`src/rtl/matvec_sched_pkg.sv`:
```
// Shared types and constants for the matvec call scheduler.
package matvec_sched_pkg;

    typedef enum logic [1:0] {
        ST_IDLE,
        ST_ISSUE,
        ST_WAIT,
        ST_RETURN
    } state_e;

    localparam int MV_ADDR_W = 64;
    localparam int WD_CNT_W  = 32;

endpackage

```
`src/rtl/matvec_rr_arbiter.sv`:
```
// Combinational round-robin picker: first set request at or after i_ptr, wrapping.
module matvec_rr_arbiter #(
    parameter int NUM_REQ = 4,
    parameter int ID_W    = 2
) (
    input  logic [NUM_REQ-1:0] i_req,
    input  logic [ID_W-1:0]    i_ptr,
    output logic [NUM_REQ-1:0] o_gnt,
    output logic [ID_W-1:0]    o_idx,
    output logic               o_any
);

    always_comb begin
        o_gnt = '0;
        o_idx = '0;
        o_any = 1'b0;
        // Upper pass covers [ptr, NUM_REQ); the lower pass picks up the wrap.
        for (int i = 0; i < NUM_REQ; i++) begin
            if (!o_any && i_req[i] && (i >= int'(i_ptr))) begin
                o_any    = 1'b1;
                o_gnt[i] = 1'b1;
                o_idx    = ID_W'(i);
            end
        end
        for (int i = 0; i < NUM_REQ; i++) begin
            if (!o_any && i_req[i]) begin
                o_any    = 1'b1;
                o_gnt[i] = 1'b1;
                o_idx    = ID_W'(i);
            end
        end
    end

endmodule

```
`src/rtl/matvec_call_scheduler.sv`:
```
// Round-robin scheduler sharing one matvec component among NUM_REQ requesters.
// Optional watchdog on the return wait: define MATVEC_SCHED_TIMEOUT_EN.
module matvec_call_scheduler
    import matvec_sched_pkg::*;
#(
    parameter int NUM_REQ        = 4,
    parameter int ID_W           = 2,
    parameter int TIMEOUT_CYCLES = 65535
) (
    input  logic                           clock,
    input  logic                           reset,
    input  logic [NUM_REQ-1:0]             req_valid,
    output logic [NUM_REQ-1:0]             req_ready,
    input  logic [NUM_REQ*MV_ADDR_W-1:0]   req_m,
    input  logic [NUM_REQ*MV_ADDR_W-1:0]   req_v,
    input  logic [NUM_REQ*MV_ADDR_W-1:0]   req_out,
    output logic                           mv_start,
    input  logic                           mv_busy,
    output logic [MV_ADDR_W-1:0]           mv_M,
    output logic [MV_ADDR_W-1:0]           mv_V,
    output logic [MV_ADDR_W-1:0]           mv_Out0,
    input  logic                           mv_done,
    output logic                           mv_stall,
    output logic                           cmp_valid,
    input  logic                           cmp_ready,
    output logic [ID_W-1:0]                cmp_id,
    output logic                           cmp_err
);

    state_e                 r_state;
    logic [ID_W-1:0]        r_rr_ptr;
    logic                   r_mv_start;
    logic                   r_mv_stall;
    logic                   r_cmp_valid;
    logic [ID_W-1:0]        r_cmp_id;
    logic [MV_ADDR_W-1:0]   r_m, r_v, r_o;

    logic [NUM_REQ-1:0]     w_gnt;
    logic [ID_W-1:0]        w_gidx;
    logic                   w_any;
    logic [ID_W-1:0]        w_nxt_ptr;
    logic [MV_ADDR_W-1:0]   w_m, w_v, w_o;

    matvec_rr_arbiter #(
        .NUM_REQ (NUM_REQ),
        .ID_W    (ID_W)
    ) u_arb (
        .i_req (req_valid),
        .i_ptr (r_rr_ptr),
        .o_gnt (w_gnt),
        .o_idx (w_gidx),
        .o_any (w_any)
    );

    // One-hot grant selects the winner's pointers without a variable part-select.
    always_comb begin
        w_m = '0;
        w_v = '0;
        w_o = '0;
        for (int i = 0; i < NUM_REQ; i++) begin
            if (w_gnt[i]) begin
                w_m = req_m[i*MV_ADDR_W +: MV_ADDR_W];
                w_v = req_v[i*MV_ADDR_W +: MV_ADDR_W];
                w_o = req_out[i*MV_ADDR_W +: MV_ADDR_W];
            end
        end
    end

    assign w_nxt_ptr = (w_gidx == ID_W'(NUM_REQ - 1)) ? '0 : w_gidx + 1'b1;
    assign req_ready = (r_state == ST_IDLE) ? w_gnt : '0;

`ifdef MATVEC_SCHED_TIMEOUT_EN
    logic [WD_CNT_W-1:0] r_wd_cnt;
    logic                r_cmp_err;
    assign cmp_err = r_cmp_err;
`else
    assign cmp_err = 1'b0;
`endif

    always_ff @(posedge clock) begin
        if (reset) begin
            r_state     <= ST_IDLE;
            r_rr_ptr    <= '0;
            r_mv_start  <= 1'b0;
            r_mv_stall  <= 1'b1;
            r_cmp_valid <= 1'b0;
            r_cmp_id    <= '0;
            r_m         <= '0;
            r_v         <= '0;
            r_o         <= '0;
`ifdef MATVEC_SCHED_TIMEOUT_EN
            r_wd_cnt    <= '0;
            r_cmp_err   <= 1'b0;
`endif
        end else begin
            case (r_state)
                ST_IDLE: begin
                    if (w_any) begin
                        r_m        <= w_m;
                        r_v        <= w_v;
                        r_o        <= w_o;
                        r_cmp_id   <= w_gidx;
                        r_rr_ptr   <= w_nxt_ptr;
                        r_mv_start <= 1'b1;
                        r_state    <= ST_ISSUE;
                    end
                end
                ST_ISSUE: begin
                    if (!mv_busy) begin
                        r_mv_start <= 1'b0;
                        r_mv_stall <= 1'b0;
                        r_state    <= ST_WAIT;
`ifdef MATVEC_SCHED_TIMEOUT_EN
                        r_wd_cnt   <= '0;
`endif
                    end
                end
                ST_WAIT: begin
                    // A real return beats the watchdog when both land together.
                    if (mv_done) begin
                        r_mv_stall  <= 1'b1;
                        r_cmp_valid <= 1'b1;
                        r_state     <= ST_RETURN;
`ifdef MATVEC_SCHED_TIMEOUT_EN
                        r_cmp_err   <= 1'b0;
                    end else if (r_wd_cnt == WD_CNT_W'(TIMEOUT_CYCLES - 1)) begin
                        r_mv_stall  <= 1'b1;
                        r_cmp_valid <= 1'b1;
                        r_cmp_err   <= 1'b1;
                        r_state     <= ST_RETURN;
                    end else begin
                        r_wd_cnt    <= r_wd_cnt + 1'b1;
`endif
                    end
                end
                ST_RETURN: begin
                    if (cmp_ready) begin
                        r_cmp_valid <= 1'b0;
                        r_state     <= ST_IDLE;
                    end
                end
                default: r_state <= ST_IDLE;
            endcase
        end
    end

    assign mv_start  = r_mv_start;
    assign mv_stall  = r_mv_stall;
    assign mv_M      = r_m;
    assign mv_V      = r_v;
    assign mv_Out0   = r_o;
    assign cmp_valid = r_cmp_valid;
    assign cmp_id    = r_cmp_id;

endmodule
```
`config.mk`:
```
export PLATFORM = sky130hd
export DESIGN_NAME = matvec_call_scheduler
export DESIGN_NICKNAME = d
export VERILOG_FILES = /design/src/rtl/matvec_sched_pkg.sv /design/src/rtl/matvec_rr_arbiter.sv /design/src/rtl/matvec_call_scheduler.sv
export SDC_FILE = /design/constraint.sdc
export NUM_CORES = 1
export LEC_CHECK = 0
export ABC_AREA = 1
export BUFFER_PORTS_ARGS = -buffer_cell sky130_fd_sc_hd__buf_2
export CAP_MARGIN = 40
export CORE_AREA = 2 2 379 381
export CTS_CLUSTER_SIZE = 30
export DETAILED_ROUTE_END_ITERATION = 8
export DIE_AREA = 0 0 381 383
export PLACE_DENSITY = 0.3
export SLEW_MARGIN = 20
export SYNTH_ARGS = -nofsm -noshare
export SYNTH_HDL_FRONTEND = slang
export SYNTH_SLANG_ARGS = --single-unit
```
`constraint.sdc`:
```
create_clock -name clock -period 3 [get_ports clock]
set_input_delay 0.15 -clock clock [delete_from_list [all_inputs] [get_ports clock]]
set_output_delay 0.15 -clock clock [all_outputs]
set_load 0.03 [all_outputs]
```
==> reports/results.ini, run 1 <==
[outcome]
outcome = finished clean

[final_layout]
final_nets = 4690
seq_area_mm2 = 0.00402
syn_to_final_growth_pct = 88.7
post-route-util_pct = 18.9
multi_input_area_mm2 = 0.00856
drive_gt1_share_pct = 28.3
fillers = 16897
layout.cell_area.non_filler_mm2 = 0.0269

[timing]
min_period_over_period_pct = 94.2
hold_ws_ps = 54.9
layout_setup_ws_ps = 175
finalSetupViolations = 0
number_of_pins_exceeding_their_max_slew_limit_in_the_final_report = 0
fin_worst_skew_ps = 15.6
slew_headroom_pct = 55.9
timing.final.hold_violations = 0
worst_pin_slew_ps = 662
tns_ps = 0
min_period_ps = 2820
fmax_mhz = 354
rsz0062_at_grt = true

[global_routing]
grt_pass1_vias = 21289
globalRouteTotalUtil_pct = 13.2
antenna_found_initial = 25
overflow = 0
maximum_number_of_pins_on_one_net_before_global_route_repair = 93
grt_first_pass_wirelength_mm = 143

[critical_path]
crit-reg2reg-capture = mv_Out0[20]
regToRegSetupSlack_ps = 180
timing.rr.start = r_rr_ptr[1]
maximum_net_fanout_on_the_critical_path = 53
setup_crit_end = mv_Out0[20]
arrival_ps = 3310
timing.setup.critical_path_class = register to register
endpoint_kind = register
timing.critical_path.from_type = register
worstRegToRegCells = 14
cp.required_ps = 3490
setup.worst_path.start = r_rr_ptr[1]

[logic_synthesis]
synth_compound_area_share_pct = 17.7
synth.cell_area_mm2 = 0.0143
yosys.cell_types.count = 28
muxShareOfSynthArea_pct = 0
ys_seq_area_share_pct = 28.2
syn_area_per_cell_um2 = 5.57
synthesis.yosys.warnings = 0
async_reset_ff_share_pct = 0
ys_ff_latch = 201
combinational_family_with_the_most_area_after_synthesis = simple AND/OR/NAND/NOR gates
synth_fa_ha_area_share_pct = 0.438
synth_top_flop_cell = sky130_fd_sc_hd__dfxtp_1
synth-edff-count = 0
synth_fp_nets = 3343
synthCells = 2561
synth-xor-area-share_pct = 0
post_synth_and_or_nand_nor_area_fraction_pct = 41.5

[power]
p_leak_uw = 0.0147
ir_worst_vdd_uv = 597
power.density_mw_per_mm2 = 866

[route]
route.vias.total = 20781
drc = 0
average_wire_length_per_cell_after_detail_routing_um = 17.4
detail_route.first_pass.iterations = 7
drt_wl_total_mm = 101
vias_per_cell = 3.56
route.antenna.remaining_nets = 0
drtIter0Drc = 857

[clocking]
clock_path_buffers = 3
cts_max_level = 1
tritoncts_num_sinks = 201
clockRootBuffer = sky130_fd_sc_hd__clkbuf_16
cts.clk_slew.worst_paths_ps = 60
tritoncts = yes
clock_insertion_delay_worst_skew_ps = 620
cts_buffers = 31

[floorplanning]
start_util_pct = 10.0
core_mm2 = 0.142
fp.dieW_um = 381
dieArea_mm2 = 0.146
die_height_um = 383
fp-row-count = 139
io_pins = 979

[flow_run]
timing.max_cap.violations = 0

[worst_hold_path]
hold_class = input port to register
timing.hold.worst_path_depth = 6

[place]
dpl_cell_area_mm2 = 0.0214
pre_cts_ws_ps = 704
dpl.hpwl_mm = 79.4
place_congestion = 0.904
port_buffers = 977

==> worst min path at each step <==
| stage | start | to | slack (ps) |
|---|---|---|---|
| final | req_m[213] | mv_M[21] | 50 |
| after CTS | req_out[230] | mv_Out0[38] | 2 |
| after detailed placement | mv_Out0[6] | mv_Out0[6] | 450 |
| after global placement | mv_M[9] | mv_M[9] | 450 |
| after floorplan | req_valid[3] | cmp_id[1] | 350 |
| after global routing | req_out[230] | mv_Out0[38] | 40 |
==> logic make-up (layout without fill, tap and decap cells) <==
group,Yosys count,in the layout
flip-flops,201,201
buffers and inverters,381,1751
AND/OR/NAND/NOR,1569,1569
adder cells (fa/ha/maj),5,5
AO/OA/AOI/OAI,404,404
other,1,7
==> cell usage after synthesis (2+ instances only) <==
cell,n,area (um2)
sky130_fd_sc_hd__nand3_1,3,15.0
sky130_fd_sc_hd__ha_1,5,62.6
sky130_fd_sc_hd__nor2_1,8,30.0
sky130_fd_sc_hd__nand2_2,4,25.0
sky130_fd_sc_hd__a21oi_1,198,991
sky130_fd_sc_hd__buf_1,5,18.8
sky130_fd_sc_hd__o21ai_0,7,35.0
sky130_fd_sc_hd__clkbuf_1,38,143
sky130_fd_sc_hd__buf_2,86,430
sky130_fd_sc_hd__buf_6,14,158
sky130_fd_sc_hd__inv_1,208,781
sky130_fd_sc_hd__dfxtp_1,201,4020
sky130_fd_sc_hd__nand2_1,1550,5820
sky130_fd_sc_hd__o21bai_1,192,1440
sky130_fd_sc_hd__inv_2,2,7.51
sky130_fd_sc_hd__buf_4,27,203
sky130_fd_sc_hd__a31oi_1,2,12.5
==> flip-flops by register name, indices dropped and copies added (netlist names) <==
| name | count |
|---|---|
| r_rr_ptr | 2 |
| mv_start | 1 |
| mv_M | 64 |
| cmp_id | 2 |
| mv_V | 64 |
| r_state | 2 |
| mv_stall | 1 |
| mv_Out0 | 64 |
| cmp_valid | 1 |
==> power breakdown <==
part / internal, uW / total [uW] / switching (uW)
logic: 5880 / 15000 / 9120
clock network: 2330 / 3880 / 1550
registers: 3750 / 4430 / 675
==> area by class of cell <==
class	instances	share of cell area (%)
sequential	201	14.9
tap	1903	8.84
clock inverter	9	0.460
antenna	6	0.0557
clock buffer	47	3.40
multi-input combinational	1979	31.8
inverter	211	3.00
timing repair buffer	1484	37.5
==> per-layer routing <==
layer  global-route usage [%]  wire, um  up-vias
li1                         -         -    10487
met1                     15.5     42500     9579
met2                     24.4     51600      607
met3                     2.67      5580       96
met4                     2.61      1730       12
met5                        0        73        -
==> cell usage in the layout, fill, tap and decap left out, types with 5 or more instances in the layout <==
master and instances:
sky130_fd_sc_hd__buf_4 50, sky130_fd_sc_hd__inv_1 208, sky130_fd_sc_hd__nor2_1 8, sky130_fd_sc_hd__clkbuf_16 33
sky130_fd_sc_hd__nand2_1 1547, sky130_fd_sc_hd__o21bai_1 192, sky130_fd_sc_hd__clkbuf_1 8, sky130_fd_sc_hd__clkinv_2 5
sky130_fd_sc_hd__dlygate4sd3_1 432, sky130_fd_sc_hd__a21oi_1 198, sky130_fd_sc_hd__o21ai_0 7, sky130_fd_sc_hd__buf_12 19
sky130_fd_sc_hd__dfxtp_1 201, sky130_fd_sc_hd__diode_2 6, sky130_fd_sc_hd__ha_1 5, sky130_fd_sc_hd__clkbuf_8 9
sky130_fd_sc_hd__buf_2 976
==> timing repair <==
| item | in CTS | in global routing |
|---|---|---|
| endpoints found under the hold margin | 196 | 0 |
| resized for setup | 0 | 6 |
| buffers inserted | 0 | 4 |
| endpoints found under the setup margin | 0 | 34 |
| hold buffers | 432 | 0 |
==> per-stage QoR <==
stage	instances	power [uW]
after floorplan	2561	12300
after global placement	5340	17600
after detailed placement	5340	17600
after CTS	5828	23700
after global routing	5839	25200
final	5840	23300
==> critical path: stages, from the launching register on <==
cell                            delay (ps)
sky130_fd_sc_hd__dfxtp_1               370
sky130_fd_sc_hd__nor2_1                 70
sky130_fd_sc_hd__nand2_2               110
sky130_fd_sc_hd__nand2_2                90
sky130_fd_sc_hd__inv_2                  60
sky130_fd_sc_hd__nand2_1                90
sky130_fd_sc_hd__a21oi_4               230
sky130_fd_sc_hd__buf_12                200
sky130_fd_sc_hd__buf_12                220
sky130_fd_sc_hd__buf_4                 250
sky130_fd_sc_hd__nand2_1                60
sky130_fd_sc_hd__nand2_1                60
sky130_fd_sc_hd__o21bai_1              110
sky130_fd_sc_hd__dlygate4sd3_1         570
sky130_fd_sc_hd__a21oi_1                60
Power figures use the tool's default switching activity.
==> inputs of run 2 (changes only) <==
CORE_AREA = 2 2 386 388   (was 2 2 379 381)
CTS_CLUSTER_SIZE = 40   (was 30)
DIE_AREA = 0 0 388 390   (was 0 0 381 383)
==> reports/results.ini, run 2 (synthesis gave the netlist of run 1 again) <==
[clocking]
cts_buffers = 31
tritoncts_num_sinks = 201
clock_insertion_delay_worst_skew_ps = 640
clock_path_buffers = 3
tritoncts = yes
clockRootBuffer = sky130_fd_sc_hd__clkbuf_16
cts_max_level = 1
cts.clk_slew.worst_paths_ps = 60

[global_routing]
globalRouteTotalUtil_pct = 12.8
maximum_number_of_pins_on_one_net_before_global_route_repair = 88
grt_pass1_vias = 21328
antenna_found_initial = 37
overflow = 0
grt_first_pass_wirelength_mm = 143

[critical_path]
cpLargestDelayFamily = buffers and inverters
endpoint_kind = register
path_cells = nor2_1, nand2_2, nand2_2, inv_2, nand2_1, a21oi_4, buf_6, buf_16, nand2_1, nand2_1, o21bai_1, dlygate4sd3_1, a21oi_1
worstRegToRegCells = 13
path_common_cell = sky130_fd_sc_hd__nand2_1
arrival_ps = 3270
timing.rr.start = r_rr_ptr[1]
timing.setup.critical_path_class = register to register
cp.required_ps = 3490
cpMaxStageDelayCell = sky130_fd_sc_hd__dlygate4sd3_1
timing.critical_path.from_type = register
cp.buffers_inverters = 4
critical_path.max_stage_delay_ps = 580
crit-reg2reg-capture = mv_V[61]
regToRegSetupSlack_ps = 220
maximum_net_fanout_on_the_critical_path = 44

[final_layout]
most-common-layout-cells = sky130_fd_sc_hd__nand2_1, sky130_fd_sc_hd__buf_2, sky130_fd_sc_hd__dlygate4sd3_1
layout.cells.most_common = sky130_fd_sc_hd__nand2_1
final_nets = 4678
fillers = 17507
syn_to_final_growth_pct = 89.0
drive_gt1_share_pct = 28.4
finalNonFillerCells = 5866
post-route-util_pct = 18.3

[timing]
number_of_pins_exceeding_their_max_slew_limit_in_the_final_report = 0
layout_setup_ws_ps = 215
slew_headroom_pct = 53.4
min_period_ps = 2780
min_period_over_period_pct = 92.8
finalSetupViolations = 0
fmax_mhz = 359
worst_pin_slew_ps = 700
fin_worst_skew_ps = 24.7
timing.final.hold_violations = 0

[floorplanning]
fp.dieW_um = 388
die_height_um = 390
core_mm2 = 0.147
fp-row-count = 141
io_pins = 979
dieArea_mm2 = 0.151
start_util_pct = 9.70

[place]
placed_cells = 5359
pre_cts_ws_ps = 682
dpl.hpwl_mm = 79.7
place_congestion = 0.829
port_buffers = 977

[route]
drc = 0
vias_per_cell = 3.55
route.antenna.remaining_nets = 0
route.vias.total = 20841
drt_wl_total_mm = 103
detail_route.first_pass.iterations = 5
drtIter0Drc = 650
average_wire_length_per_cell_after_detail_routing_um = 17.6

[power]
power.density_mw_per_mm2 = 868
ir_worst_vdd_uv = 495
p_leak_uw = 0.0147
report.power.total_uw = 23400

[worst_hold_path]
worstHoldStart = mv_busy
holdPathEnd = mv_start
hold_class = input port to register
timing.hold.worst_path_depth = 5

[flow_run]
timing.max_cap.violations = 0

[outcome]
outcome = finished clean

==> run 2: cell types whose count changed in the layout (fill, tap and decap cells not counted), sizes merged <==
cell	previous run	this run
bufinv	3	4
buf	1049	1040
nand2	1554	1555
clkinv	5	9
diode	6	15
clkinvlp	0	1
dlygate4sd3	432	427
clkbuf	50	47
==> run 2: how the worst max path moves through the flow <==
stage	startpoint	to	slack, ps	depth (start not counted)
2_1_floorplan	r_rr_ptr[1]	req_ready[1]	1190	10
3_5_place_dp	r_rr_ptr[1]	mv_M[6]	680	11
5_1_grt	r_rr_ptr[1]	mv_M[59]	-3	12
6_report	r_rr_ptr[1]	mv_V[61]	220	13
4_1_cts	r_rr_ptr[1]	req_ready[2]	70	11
3_3_place_gp	r_rr_ptr[1]	mv_M[6]	600	11
==> run 2: layout make-up <==
class / count / area, um2 / area share (%)
sequential: 201 / 4020 / 14.9
clock buffer: 43 / 881 / 3.27
clock inverter: 15 / 181 / 0.673
inverter: 211 / 812 / 3.01
timing repair buffer: 1471 / 10000 / 37.2
tap: 1930 / 2410 / 8.95
antenna: 15 / 37.5 / 0.139
multi-input combinational: 1980 / 8580 / 31.8
==> run 2: power breakdown <==
group / switching [uW] / internal (uW) / leakage (uW)
sequential: 647 / 3750 / 0.00165
combinational: 9150 / 5870 / 0.0125
clock: 1610 / 2370 / 0.000529
==> run 2: worst register-to-register path, stage by stage, from the launching register on <==
cell and delay [ps]:
sky130_fd_sc_hd__dfxtp_1 370, sky130_fd_sc_hd__nor2_1 80, sky130_fd_sc_hd__nand2_2 110, sky130_fd_sc_hd__nand2_2 100, sky130_fd_sc_hd__inv_2 80, sky130_fd_sc_hd__nand2_1 100, sky130_fd_sc_hd__a21oi_4 240, sky130_fd_sc_hd__buf_6 240
sky130_fd_sc_hd__buf_16 210, sky130_fd_sc_hd__nand2_1 260, sky130_fd_sc_hd__nand2_1 90, sky130_fd_sc_hd__o21bai_1 110, sky130_fd_sc_hd__dlygate4sd3_1 580, sky130_fd_sc_hd__a21oi_1 60
==> run 2: through the flow <==
step                instance area, um2  setup TNS (ps)  hold WS (ps)
finish                           27000               0          35.3
floorplan                        14300               0           350
CTS                              26800               0          24.8
detailed placement               21400               0           452
global placement                 21400               0           448
global route                     27000           -4.29          72.3
==> run 2: routing by layer <==
metal	part of all wire, %	GRT usage [%]	vias up
met4	2.7	3.95	18
li1	-	-	10470
met3	7.3	3.96	130
met1	39	14.0	9551
met2	51	23.4	672
met5	0.13	0	-
==> run 2: timing repair <==
item,in CTS,in global routing
hold endpoints to repair,195,0
pin swaps,2,0
setup buffers,3,0
gates resized for setup,1,9
setup endpoints to repair,2,121
hold buffers,427,0
gates cloned,1,3
